File: src/rtl/alu_pkg.sv
// Shared definitions for the ALU / UART front-end: data widths, ALU opcodes
// and the front-end FSM state encoding.
package alu_pkg;

  localparam int SIZEDATA = 8;
  localparam int SIZEOP   = 6;

  localparam logic [SIZEOP-1:0] OP_ADD = 6'b100000;
  localparam logic [SIZEOP-1:0] OP_SUB = 6'b100010;
  localparam logic [SIZEOP-1:0] OP_AND = 6'b100100;
  localparam logic [SIZEOP-1:0] OP_OR  = 6'b100101;
  localparam logic [SIZEOP-1:0] OP_XOR = 6'b100110;
  localparam logic [SIZEOP-1:0] OP_NOR = 6'b100111;
  localparam logic [SIZEOP-1:0] OP_SRA = 6'b000011;
  localparam logic [SIZEOP-1:0] OP_SRL = 6'b000010;

  localparam logic [2:0] S_A      = 3'd0;
  localparam logic [2:0] S_B      = 3'd1;
  localparam logic [2:0] S_OP     = 3'd2;
  localparam logic [2:0] S_EXEC   = 3'd3;
  localparam logic [2:0] S_TX     = 3'd4;
  localparam logic [2:0] S_TXWAIT = 3'd5;

  function automatic logic is_legal_op(input logic [SIZEOP-1:0] op);
    logic legal;
    case (op)
      OP_ADD, OP_SUB, OP_AND, OP_OR,
      OP_XOR, OP_NOR, OP_SRA, OP_SRL: legal = 1'b1;
      default:                        legal = 1'b0;
    endcase
    return legal;
  endfunction

endpackage

File: src/rtl/alu_uart_if_if.sv
// Bundle of UART-side, ALU-side and transmit-handshake signals around the
// alu_uart_if front-end. master = the front-end, slave = UART/ALU side.
interface alu_uart_if_if #(
  parameter int SIZEDATA = alu_pkg::SIZEDATA,
  parameter int SIZEOP   = alu_pkg::SIZEOP
) ();

  logic [SIZEDATA-1:0] RX_DATA;
  logic                RX_DONE;
  logic                TX_DONE;
  logic [SIZEDATA-1:0] RESULT;
  logic [SIZEDATA-1:0] DATOA;
  logic [SIZEDATA-1:0] DATOB;
  logic [SIZEOP-1:0]   OPCODE;
  logic [SIZEDATA-1:0] TX_DATA;
  logic                TX_START;

  modport master (
    input  RX_DATA, RX_DONE, TX_DONE, RESULT,
    output DATOA, DATOB, OPCODE, TX_DATA, TX_START
  );

  modport slave (
    output RX_DATA, RX_DONE, TX_DONE, RESULT,
    input  DATOA, DATOB, OPCODE, TX_DATA, TX_START
  );

endinterface

File: src/rtl/alu_uart_if.sv
// Frame collector (A, B, opcode) feeding the ALU and handing RESULT to the UART
// transmitter. Define ALU_UART_OPCHK_EN to drop frames with illegal opcodes.
module alu_uart_if #(
  parameter int SIZEDATA = alu_pkg::SIZEDATA,
  parameter int SIZEOP   = alu_pkg::SIZEOP
) (
  input  logic            CLK,
  input  logic            RESET_N,
  alu_uart_if_if.master   bus
);

  import alu_pkg::*;

  logic [2:0]          state_q, state_d;
  logic [SIZEDATA-1:0] datoa_q, datoa_d;
  logic [SIZEDATA-1:0] datob_q, datob_d;
  logic [SIZEOP-1:0]   opcode_q, opcode_d;
  logic [SIZEDATA-1:0] tx_data_q, tx_data_d;
  logic                tx_start_q, tx_start_d;

  always_comb begin
    state_d    = state_q;
    datoa_d    = datoa_q;
    datob_d    = datob_q;
    opcode_d   = opcode_q;
    tx_data_d  = tx_data_q;
    tx_start_d = 1'b0;
    case (state_q)
      S_A: begin
        if (bus.RX_DONE) begin
          datoa_d = bus.RX_DATA;
          state_d = S_B;
        end
      end
      S_B: begin
        if (bus.RX_DONE) begin
          datob_d = bus.RX_DATA;
          state_d = S_OP;
        end
      end
      S_OP: begin
        if (bus.RX_DONE) begin
`ifdef ALU_UART_OPCHK_EN
          if (is_legal_op(bus.RX_DATA[SIZEOP-1:0])) begin
            opcode_d = bus.RX_DATA[SIZEOP-1:0];
            state_d  = S_EXEC;
          end else begin
            state_d  = S_A;
          end
`else
          opcode_d = bus.RX_DATA[SIZEOP-1:0];
          state_d  = S_EXEC;
`endif
        end
      end
      S_EXEC: begin
        // TX_START is registered so it is high exactly while the FSM sits in S_TX.
        tx_data_d  = bus.RESULT;
        tx_start_d = 1'b1;
        state_d    = S_TX;
      end
      S_TX: begin
        state_d = S_TXWAIT;
      end
      S_TXWAIT: begin
        if (bus.TX_DONE) begin
          state_d = S_A;
        end
      end
      default: begin
        state_d = S_A;
      end
    endcase
  end

  always_ff @(posedge CLK or negedge RESET_N) begin
    if (!RESET_N) begin
      state_q    <= S_A;
      datoa_q    <= '0;
      datob_q    <= '0;
      opcode_q   <= '0;
      tx_data_q  <= '0;
      tx_start_q <= 1'b0;
    end else begin
      state_q    <= state_d;
      datoa_q    <= datoa_d;
      datob_q    <= datob_d;
      opcode_q   <= opcode_d;
      tx_data_q  <= tx_data_d;
      tx_start_q <= tx_start_d;
    end
  end

  assign bus.DATOA    = datoa_q;
  assign bus.DATOB    = datob_q;
  assign bus.OPCODE   = opcode_q;
  assign bus.TX_DATA  = tx_data_q;
  assign bus.TX_START = tx_start_q;

endmodule

File: src/flat_wrapper.sv
// flat-port wrapper written by rule: the top's interface ports become plain ports
module alu_uart_if_flat import alu_pkg::*;
#(
  parameter int SIZEDATA = alu_pkg::SIZEDATA,
  parameter int SIZEOP   = alu_pkg::SIZEOP
)
  (CLK, RESET_N, bus_RX_DATA, bus_RX_DONE, bus_TX_DONE, bus_RESULT, bus_DATOA, bus_DATOB, bus_OPCODE, bus_TX_DATA, bus_TX_START);
  alu_uart_if_if #(.SIZEDATA(SIZEDATA), .SIZEOP(SIZEOP)) bus_i ();
  input  logic CLK;
  input  logic RESET_N;
  input wire logic [$bits(bus_i.RX_DATA)-1:0] bus_RX_DATA;
  input wire logic [$bits(bus_i.RX_DONE)-1:0] bus_RX_DONE;
  input wire logic [$bits(bus_i.TX_DONE)-1:0] bus_TX_DONE;
  input wire logic [$bits(bus_i.RESULT)-1:0] bus_RESULT;
  output wire logic [$bits(bus_i.DATOA)-1:0] bus_DATOA;
  output wire logic [$bits(bus_i.DATOB)-1:0] bus_DATOB;
  output wire logic [$bits(bus_i.OPCODE)-1:0] bus_OPCODE;
  output wire logic [$bits(bus_i.TX_DATA)-1:0] bus_TX_DATA;
  output wire logic [$bits(bus_i.TX_START)-1:0] bus_TX_START;
  assign bus_i.RX_DATA = bus_RX_DATA;
  assign bus_i.RX_DONE = bus_RX_DONE;
  assign bus_i.TX_DONE = bus_TX_DONE;
  assign bus_i.RESULT = bus_RESULT;
  assign bus_DATOA = bus_i.DATOA;
  assign bus_DATOB = bus_i.DATOB;
  assign bus_OPCODE = bus_i.OPCODE;
  assign bus_TX_DATA = bus_i.TX_DATA;
  assign bus_TX_START = bus_i.TX_START;
  alu_uart_if #(.SIZEDATA(SIZEDATA), .SIZEOP(SIZEOP)) u_core (.CLK(CLK), .RESET_N(RESET_N), .bus(bus_i));
endmodule
File: config.mk
export PLATFORM = sky130hd
export DESIGN_NAME = alu_uart_if_flat
export DESIGN_NICKNAME = d
export VERILOG_FILES = /design/src/rtl/alu_pkg.sv /design/src/rtl/alu_uart_if_if.sv /design/src/rtl/alu_uart_if.sv /design/src/flat_wrapper.sv
export SDC_FILE = /design/constraint.sdc
export NUM_CORES = 1
export LEC_CHECK = 0
export CORE_MARGIN = 1.5
export CORE_UTILIZATION = 46
export CTS_CLUSTER_DIAMETER = 50
export CTS_CLUSTER_SIZE = 25
export DETAILED_ROUTE_END_ITERATION = 7
export PLACE_DENSITY = 0.79
export SLEW_MARGIN = 20
export SYNTH_ARGS = -nofsm -noshare
export SYNTH_HDL_FRONTEND = slang
export SYNTH_SLANG_ARGS = --single-unit
File: constraint.sdc
create_clock -name CLK -period 2.8 [get_ports CLK]
set_clock_uncertainty 0.15 [all_clocks]
set_input_delay 0.7 -clock CLK [delete_from_list [all_inputs] [get_ports CLK]]
set_output_delay 0.7 -clock CLK [all_outputs]
set_load 0.01 [all_outputs]
# --- Word-level counts from Yosys, hierarchy flattened ---
# Cells that the tools add are included.
word_totals:
  regBits: 34
  latchBits: 0
  mem_bits_rw: 0
  rom_bits: 0
  inputBits: 20
  out_inout_bits: 31
  elab_cells: 26
  memories: 0
classes:
  addsub: 0
  n_mul: 0
  div: 0
  order_cmp: 0
  n_eq_ne: 9
  shift: 0
  muxes: 6
  bitwise: 0
  reduce_logical: 5
op_table:
  columns: ["operator", "n"]
  rows:
  - ["case mux 3 bit (6 select lines)", 1]
  - ["2-to-1 mux 3 bit", 4]
  - ["!= test 2 bit, second input constant", 4]
  - ["equality test 3 x 2 -> 1 bit, second input constant", 2]
  - ["equality test 3 bit, second input constant", 2]
  - ["AND reduction 2 bit", 3]
  - ["AND reduction 4 bit", 1]
  - ["equality test 3 x 1 -> 1 bit, second input constant", 1]
  - ["zero test 3 bit", 1]
  - ["2-to-1 mux 1 bit", 1]

# --- Depth between registers and ports, before layout ---
# Gate-level depths: netlist of run 1.
logic_depth:
  depth_word: 3
  ltp_mapped: 4
  ltp_nobuf: 2

# --- Worst setup path after synthesis of run 1 ---
# OpenSTA, ideal clock, no wires.
synth_timing:
  path_kind: "input to register"
  from: "input bus_RX_DONE"
  to: "register u_core.datoa_q[0], in the netlist u_core.bus.DATOA[0]"
  setup_time_ns: 0.125
  arrival_ns: 1.449
  required_ns: 2.525
  slack_ns: 1.076
  stages: 2
  path_buffers: 0
  path_cell_list: "nor4b_4 mux2_2"
synth_between:
  elab_chain_cells: 1
synth_rtl:
  columns: ["element", "line_no", "rtl"]
  rows:
  - ["start: declaration", "flat_wrapper.sv:12", "input wire logic [$bits(bus_i.RX_DONE)-1:0] bus_RX_DONE;"]
  - ["AND reduction 2 bit (no line)", null, null]
  - ["end signal: assignment", "alu_uart_if.sv:86", "datoa_q <= datoa_d;"]
  - ["end: declaration", "alu_uart_if.sv:15", "logic [SIZEDATA-1:0] datoa_q, datoa_d;"]
# No other way between the ends.
# A chain may end at the register's enable or synchronous reset.

# --- Worst setup path after layout of run 1 ---
# Same ends and word-level chain as after synthesis.

==> results of run 1 <==
==> metal layers <==
metal  track usage  part of all wire  vias up
met5             0                 0        -
met4        0.0797             0.014        0
met3        0.0748             0.061        4
met2         0.274              0.51       27
met1         0.207              0.41      428
li1              -                 -      396
==> critical path, cell delays in order <==
cell             delay (ns)
clkdlybuf4s50_1        0.56
nor4b_4                0.56
mux2_2                 0.40
==> state kept, by name, indices dropped and copies added (netlist names) <==
| register | flops |
|---|---|
| u_core.bus.OPCODE | 6 |
| u_core.state_q | 3 |
| u_core.bus.TX_START | 1 |
| u_core.bus.DATOA | 8 |
| u_core.bus.TX_DATA | 8 |
| u_core.bus.DATOB | 8 |
==> layout by cell type (no fill, tap or decap) <==
| cell | synthesis | routed |
|---|---|---|
| nand2b_1 | 1 | 1 |
| a21bo_2 | 1 | 1 |
| inv_1 | 1 | 1 |
| nor3b_1 | 1 | 1 |
| nor4b_1 | 1 | 1 |
| clkbuf_4 | 0 | 5 |
| clkbuf_8 | 0 | 1 |
| clkdlybuf4s50_1 | 0 | 50 |
| nand3b_1 | 2 | 2 |
| dfrtp_1 | 34 | 34 |
| a211o_1 | 1 | 1 |
| nor4b_4 | 1 | 1 |
| and4bb_2 | 2 | 2 |
| mux2_2 | 30 | 30 |
| bufinv_16 | 0 | 2 |
| buf_4 | 0 | 1 |
| a21oi_1 | 2 | 2 |
==> layout make-up <==
class,instances,area [um2]
sequential,34,851
fill,206,792
timing repair buffer,51,508
multi-input combinational,42,453
clock inverter,2,60.1
clock buffer,6,51.3
tap,31,38.8
inverter,1,3.75
==> worst max path at each step <==
stage	start	endpoint	slack, ns	cells after the start
5_1_grt	bus_RX_DONE	u_core.bus.DATOA[0]	0.61	3
4_1_cts	bus_RX_DONE	u_core.bus.DATOA[0]	0.64	3
6_report	bus_RX_DONE	u_core.bus.DATOA[0]	0.65	3
3_3_place_gp	bus_RX_DONE	u_core.bus.DATOA[2]	0.39	3
3_5_place_dp	bus_RX_DONE	u_core.bus.DATOA[1]	0.30	3
2_1_floorplan	bus_RX_DONE	u_core.bus.DATOA[0]	1.08	2
==> power by group through the flow <==
stage	registers [uW]	clock network, uW	logic [uW]
4_1_cts	909	469	1050
2_1_floorplan	970	0	454
6_report	907	463	1030
5_1_grt	941	499	1100
3_3_place_gp	901	0	1020
3_5_place_dp	920	0	1040
==> per-stage QoR <==
step                      hold slack [ns]  cell area (um2)
final                               0.366             1970
after global routing                0.384             1970
after CTS                           0.368             1970
after detailed placement            0.345             1850
after global placement              0.338             1850
after floorplan                     0.254             1350
==> kinds of logic (layout without fill, tap and decap cells) <==
kind of cell	Yosys count	after routing
DFF	34	34
buffers and inverters	6	60
and+or+nand+nor	8	8
muxes	30	30
AOI/OAI and AO/OA	4	4
==> impl_metrics.ini, run 1 <==
[yosys]
ys_types = 15
synth.area.mux_share = 0.251
synthTopCellsByCount = 34 x dfrtp_1, 30 x mux2_2
synth-edff-count = 0
synth_top_area_frac = 0.633
synth_top_family_by_area = multiplexers
synth-compound-area-share = 0.0214
synth_fp_nets = 102
yosysSeqAreaShare = 0.633
synthAdderAreaFrac = 0
synth-simple-area-share = 0.0642
yosysMostFrequentCell = dfrtp_1
synth_warnings = 0
async_reset_ff_frac = 1.00
synth_xor_xnor_area_share = 0
synth_cells = 82
syn_area_um2 = 1350
avgSynthCellArea_um2 = 16.4
ys.flop_type = dfrtp_1
ys_ff_latch = 34
synth_area_leaders = dfrtp_1 63%, mux2_2 25%, and4bb_2 1.9%
synth_largest_area_cell = dfrtp_1

[placement]
portBuffers = 50
preCtsSetupSlack_ns = 0.300
dp_hpwl_um = 1930
dpl.cell_count = 159
gp_congestion = 0.651

[setup_path]
r2r-end = u_core.bus.DATOA[0]
crit_fanout = 8
start_kind = primary input
critical_path_class = in2reg
critical_path_arrival_ns = 2.22
r2r_cells = 2
required_ns = 2.87
r2r_start = u_core.state_q[2]
rrSetupSlack_ns = 1.03
endpoint_kind = flip-flop

[die]
core_area_um2 = 2760
dieArea_um2 = 3260
pin_count = 51
die_h_um = 57.1
die_w_um = 57.1
start_util = 0.488
placementRows = 19

[power]
p_seq_frac = 0.377
power_density_nw_per_um2 = 1220
pwr-share-comb = 0.430
ir_worst_vdd_v = 0.000899
p_sw_uw = 681
pwr-share-clk = 0.193
leakagePower_uw = 0.000829
swShare = 0.284
internal_power_uw = 1720
power_uw = 2400

[route]
drc = 0
drt-pass1-iter-count = 4
drt_iter0_drc = 18
drt-vias-per-instance = 5.12
routedWlPerCell_um = 15.7
wirelength_um = 2620
ant_nets = 0
num_vias = 855

[clock_network]
clock-sinks = 34
clockRootBuffer = clkbuf_4
cts_buffers = 5
clk_latency_ns = 0.33
ctsHoldBuffers = 0
clockBufferDepth = 2
tritoncts = done
htree_levels = 2
cts_resized = 0
postCtsSetupRepairBufs = 0
path_clk_slew_ns = 0.10

[run]
cap_violations = 0

[global_routing]
track_usage = 0.174
antenna_found_initial = 0
globalRouteOverflowTotal = 0
grt_pass1_vias = 846
grt_pass1_wl_um = 4130
grt_max_degree = 35

[hold_path]
whs_endpoint = u_core.bus.TX_DATA[2]
hp-start = u_core.bus.TX_DATA[2]
min_delay_path_depth = 1
hp-class = reg2reg

[timing]
fin_crit_ns = 2.15
maxSlewViolCount = 0
layout_setup_ws_ns = 0.654
setup_violations = 0
rsz0062_at_grt = no
tightest_slew_ns = 0.608
max_slew_margin = 0.593
fmax_ghz = 0.466
hold_viol_final = 0
fin_setup_tns_ns = 0
post-route-period-util = 0.767

[layout]
drive_gt1_frac = 0.316
final_cells = 167
fin_util = 0.713
syn2layout_area_growth_pct = 46.1
final_net_count = 155
n_antenna_cell = 0

[outcome]
outcome = completed
(Power assumes the default switching activity.)
==> run 2, diff against run 1 <==
--- a/config.mk
+++ b/config.mk
@@ -6,11 +6,11 @@
 export NUM_CORES = 1
 export LEC_CHECK = 0
 export CORE_MARGIN = 1.5
-export CORE_UTILIZATION = 46
+export CORE_UTILIZATION = 39
 export CTS_CLUSTER_DIAMETER = 50
 export CTS_CLUSTER_SIZE = 25
 export DETAILED_ROUTE_END_ITERATION = 7
-export PLACE_DENSITY = 0.79
+export PLACE_DENSITY = 0.71
 export SLEW_MARGIN = 20
 export SYNTH_ARGS = -nofsm -noshare
 export SYNTH_HDL_FRONTEND = slang
==> constraint.sdc (replaced) <==
create_clock -name CLK -period 1.9 [get_ports CLK]
set_clock_uncertainty 0.15 [all_clocks]
set_input_delay 0.475 -clock CLK [delete_from_list [all_inputs] [get_ports CLK]]
set_output_delay 0.475 -clock CLK [all_outputs]
set_load 0.01 [all_outputs]
==> impl_metrics.ini, run 2 (synthesis gave the netlist of run 1 again) <==
[outcome]
outcome = completed

[setup_path]
worstPathCellList = clkdlybuf4s50_1
r2r_cells = 3
worst_path_largest_cell_delay_ns = 0.54
required_ns = 1.27
start_kind = flip-flop
endpoint_kind = output pin
crit_fanout = 2
critical-path-top-delay-family = buffers and inverters
critical_path_arrival_ns = 1.23
cp_slowest_cell = clkdlybuf4s50_1
crit_buf_inv = 1
critical_path_class = reg2out
cp_num_cells = 1

[layout]
n_antenna_cell = 0
final_net_count = 159
fin_util = 0.612
final_cell_mix = 34 x dfrtp_1, 30 x mux2_2, 25 x clkdlybuf4s50_1, 25 x dlymetal6s2s_1
mostFrequentLayoutCell = dfrtp_1
drive_gt1_frac = 0.329
syn2layout_area_growth_pct = 50.6

[route]
top_layer_used = met4
drt_iter0_drc = 23
wl_met3_um = 95
wirelength_um = 2620
drt-vias-per-instance = 4.63
wl_met1_um = 1100
num_vias = 861
dr_wl_met2_um = 1350
drt-pass1-iter-count = 3
drc = 0
routedWlPerCell_um = 14.1
ant_nets = 0

[die]
pin_count = 51
die_h_um = 61.7
core_area_um2 = 3310
dieArea_um2 = 3810
placementRows = 21
start_util = 0.406
die_w_um = 61.7

[timing]
layout_setup_ws_ns = 0.0493
tightest_slew_ns = 0.457
hold_viol_final = 0
fin_crit_ns = 1.85
maxSlewViolCount = 0
holdWs_ns = 0.359
rsz0062_at_grt = no
setup_violations = 0
post-route-period-util = 0.974
fmax_ghz = 0.540
max_slew_margin = 0.694
fin_setup_tns_ns = 0

[global_routing]
globalRouteOverflowTotal = 0
grt_pass1_vias = 863
antenna_found_initial = 0
grt_pass1_wl_um = 4210
grt_max_degree = 35
track_usage = 0.161

[clock_network]
path_clk_slew_ns = 0.09
clockBufferDepth = 2
htree_levels = 2
clock-sinks = 34
clk_latency_ns = 0.33
clockRootBuffer = clkbuf_4
tritoncts = done
cts_buffers = 5

[placement]
preCtsSetupSlack_ns = -0.155
gp_congestion = 0.715
portBuffers = 50
dp_hpwl_um = 1960

[power]
ir_worst_vdd_v = 0.000593
leakagePower_uw = 0.00107
power_uw = 3210
power_density_nw_per_um2 = 1590

[hold_path]
min_delay_path_depth = 1
hp-class = reg2reg

[run]
cap_violations = 0
-- run 2: stage by stage --
step | instances | area, um2
after floorplan | 82 | 1350
after global placement | 177 | 1900
after detailed placement | 177 | 1900
after CTS | 185 | 1960
after global routing | 186 | 2030
final | 186 | 2030
-- run 2: path summary, 6_finish.rpt --
check,slack [ns],endpoint,startpoint
min,0.36,u_core.bus.OPCODE[1],u_core.bus.OPCODE[1]
min reg2reg,0.36,u_core.bus.OPCODE[1],u_core.bus.OPCODE[1]
max,0.05,bus_OPCODE[4],u_core.bus.OPCODE[4]
max in group asynchronous,0.90,u_core.bus.TX_DATA[1],RESET_N
min in group asynchronous,0.39,u_core.bus.TX_DATA[0],RESET_N
max reg2reg,0.28,u_core.bus.DATOA[2],u_core.state_q[2]
-- run 2: area by class of cell --
cell class	instances	area (um2)
Clock buffer	7	55.1
Multi-Input combinational cell	42	453
Sequential cell	34	851
Timing Repair Buffer	55	601
Tap cell	46	57.6
Clock inverter	1	5.00
Inverter	1	3.75
Fill cell	262	1280
-- run 2: timing repair --
| item | CTS | global route |
|---|---|---|
| setup endpoints to repair | 0 | 25 |
| hold buffers | 0 | 0 |
| buffers inserted | 0 | 1 |
| gates resized for setup | 0 | 25 |
-- run 2: report_power, final --
part           total, uW  switching (uW)  internal [uW]
clock network        400             220            179
registers           1320             234           1090
logic               1490             526            962
total               3210             980           2230
-- run 2: layer usage --
metal,GRT usage,up-vias
met1,0.201,430
met5,0,-
met4,0.100,0
li1,-,404
met3,0.0435,8
met2,0.250,19
==> run 3, diff against run 2 <==
--- a/config.mk
+++ b/config.mk
@@ -5,6 +5,7 @@
 export SDC_FILE = /design/constraint.sdc
 export NUM_CORES = 1
 export LEC_CHECK = 0
+export ABC_CLOCK_PERIOD_IN_PS = 1900
 export CORE_MARGIN = 1.5
 export CORE_UTILIZATION = 39
 export CTS_CLUSTER_DIAMETER = 50
==> results of run 3 <==
Final layout, timing and power as in run 2 (identical DEF).
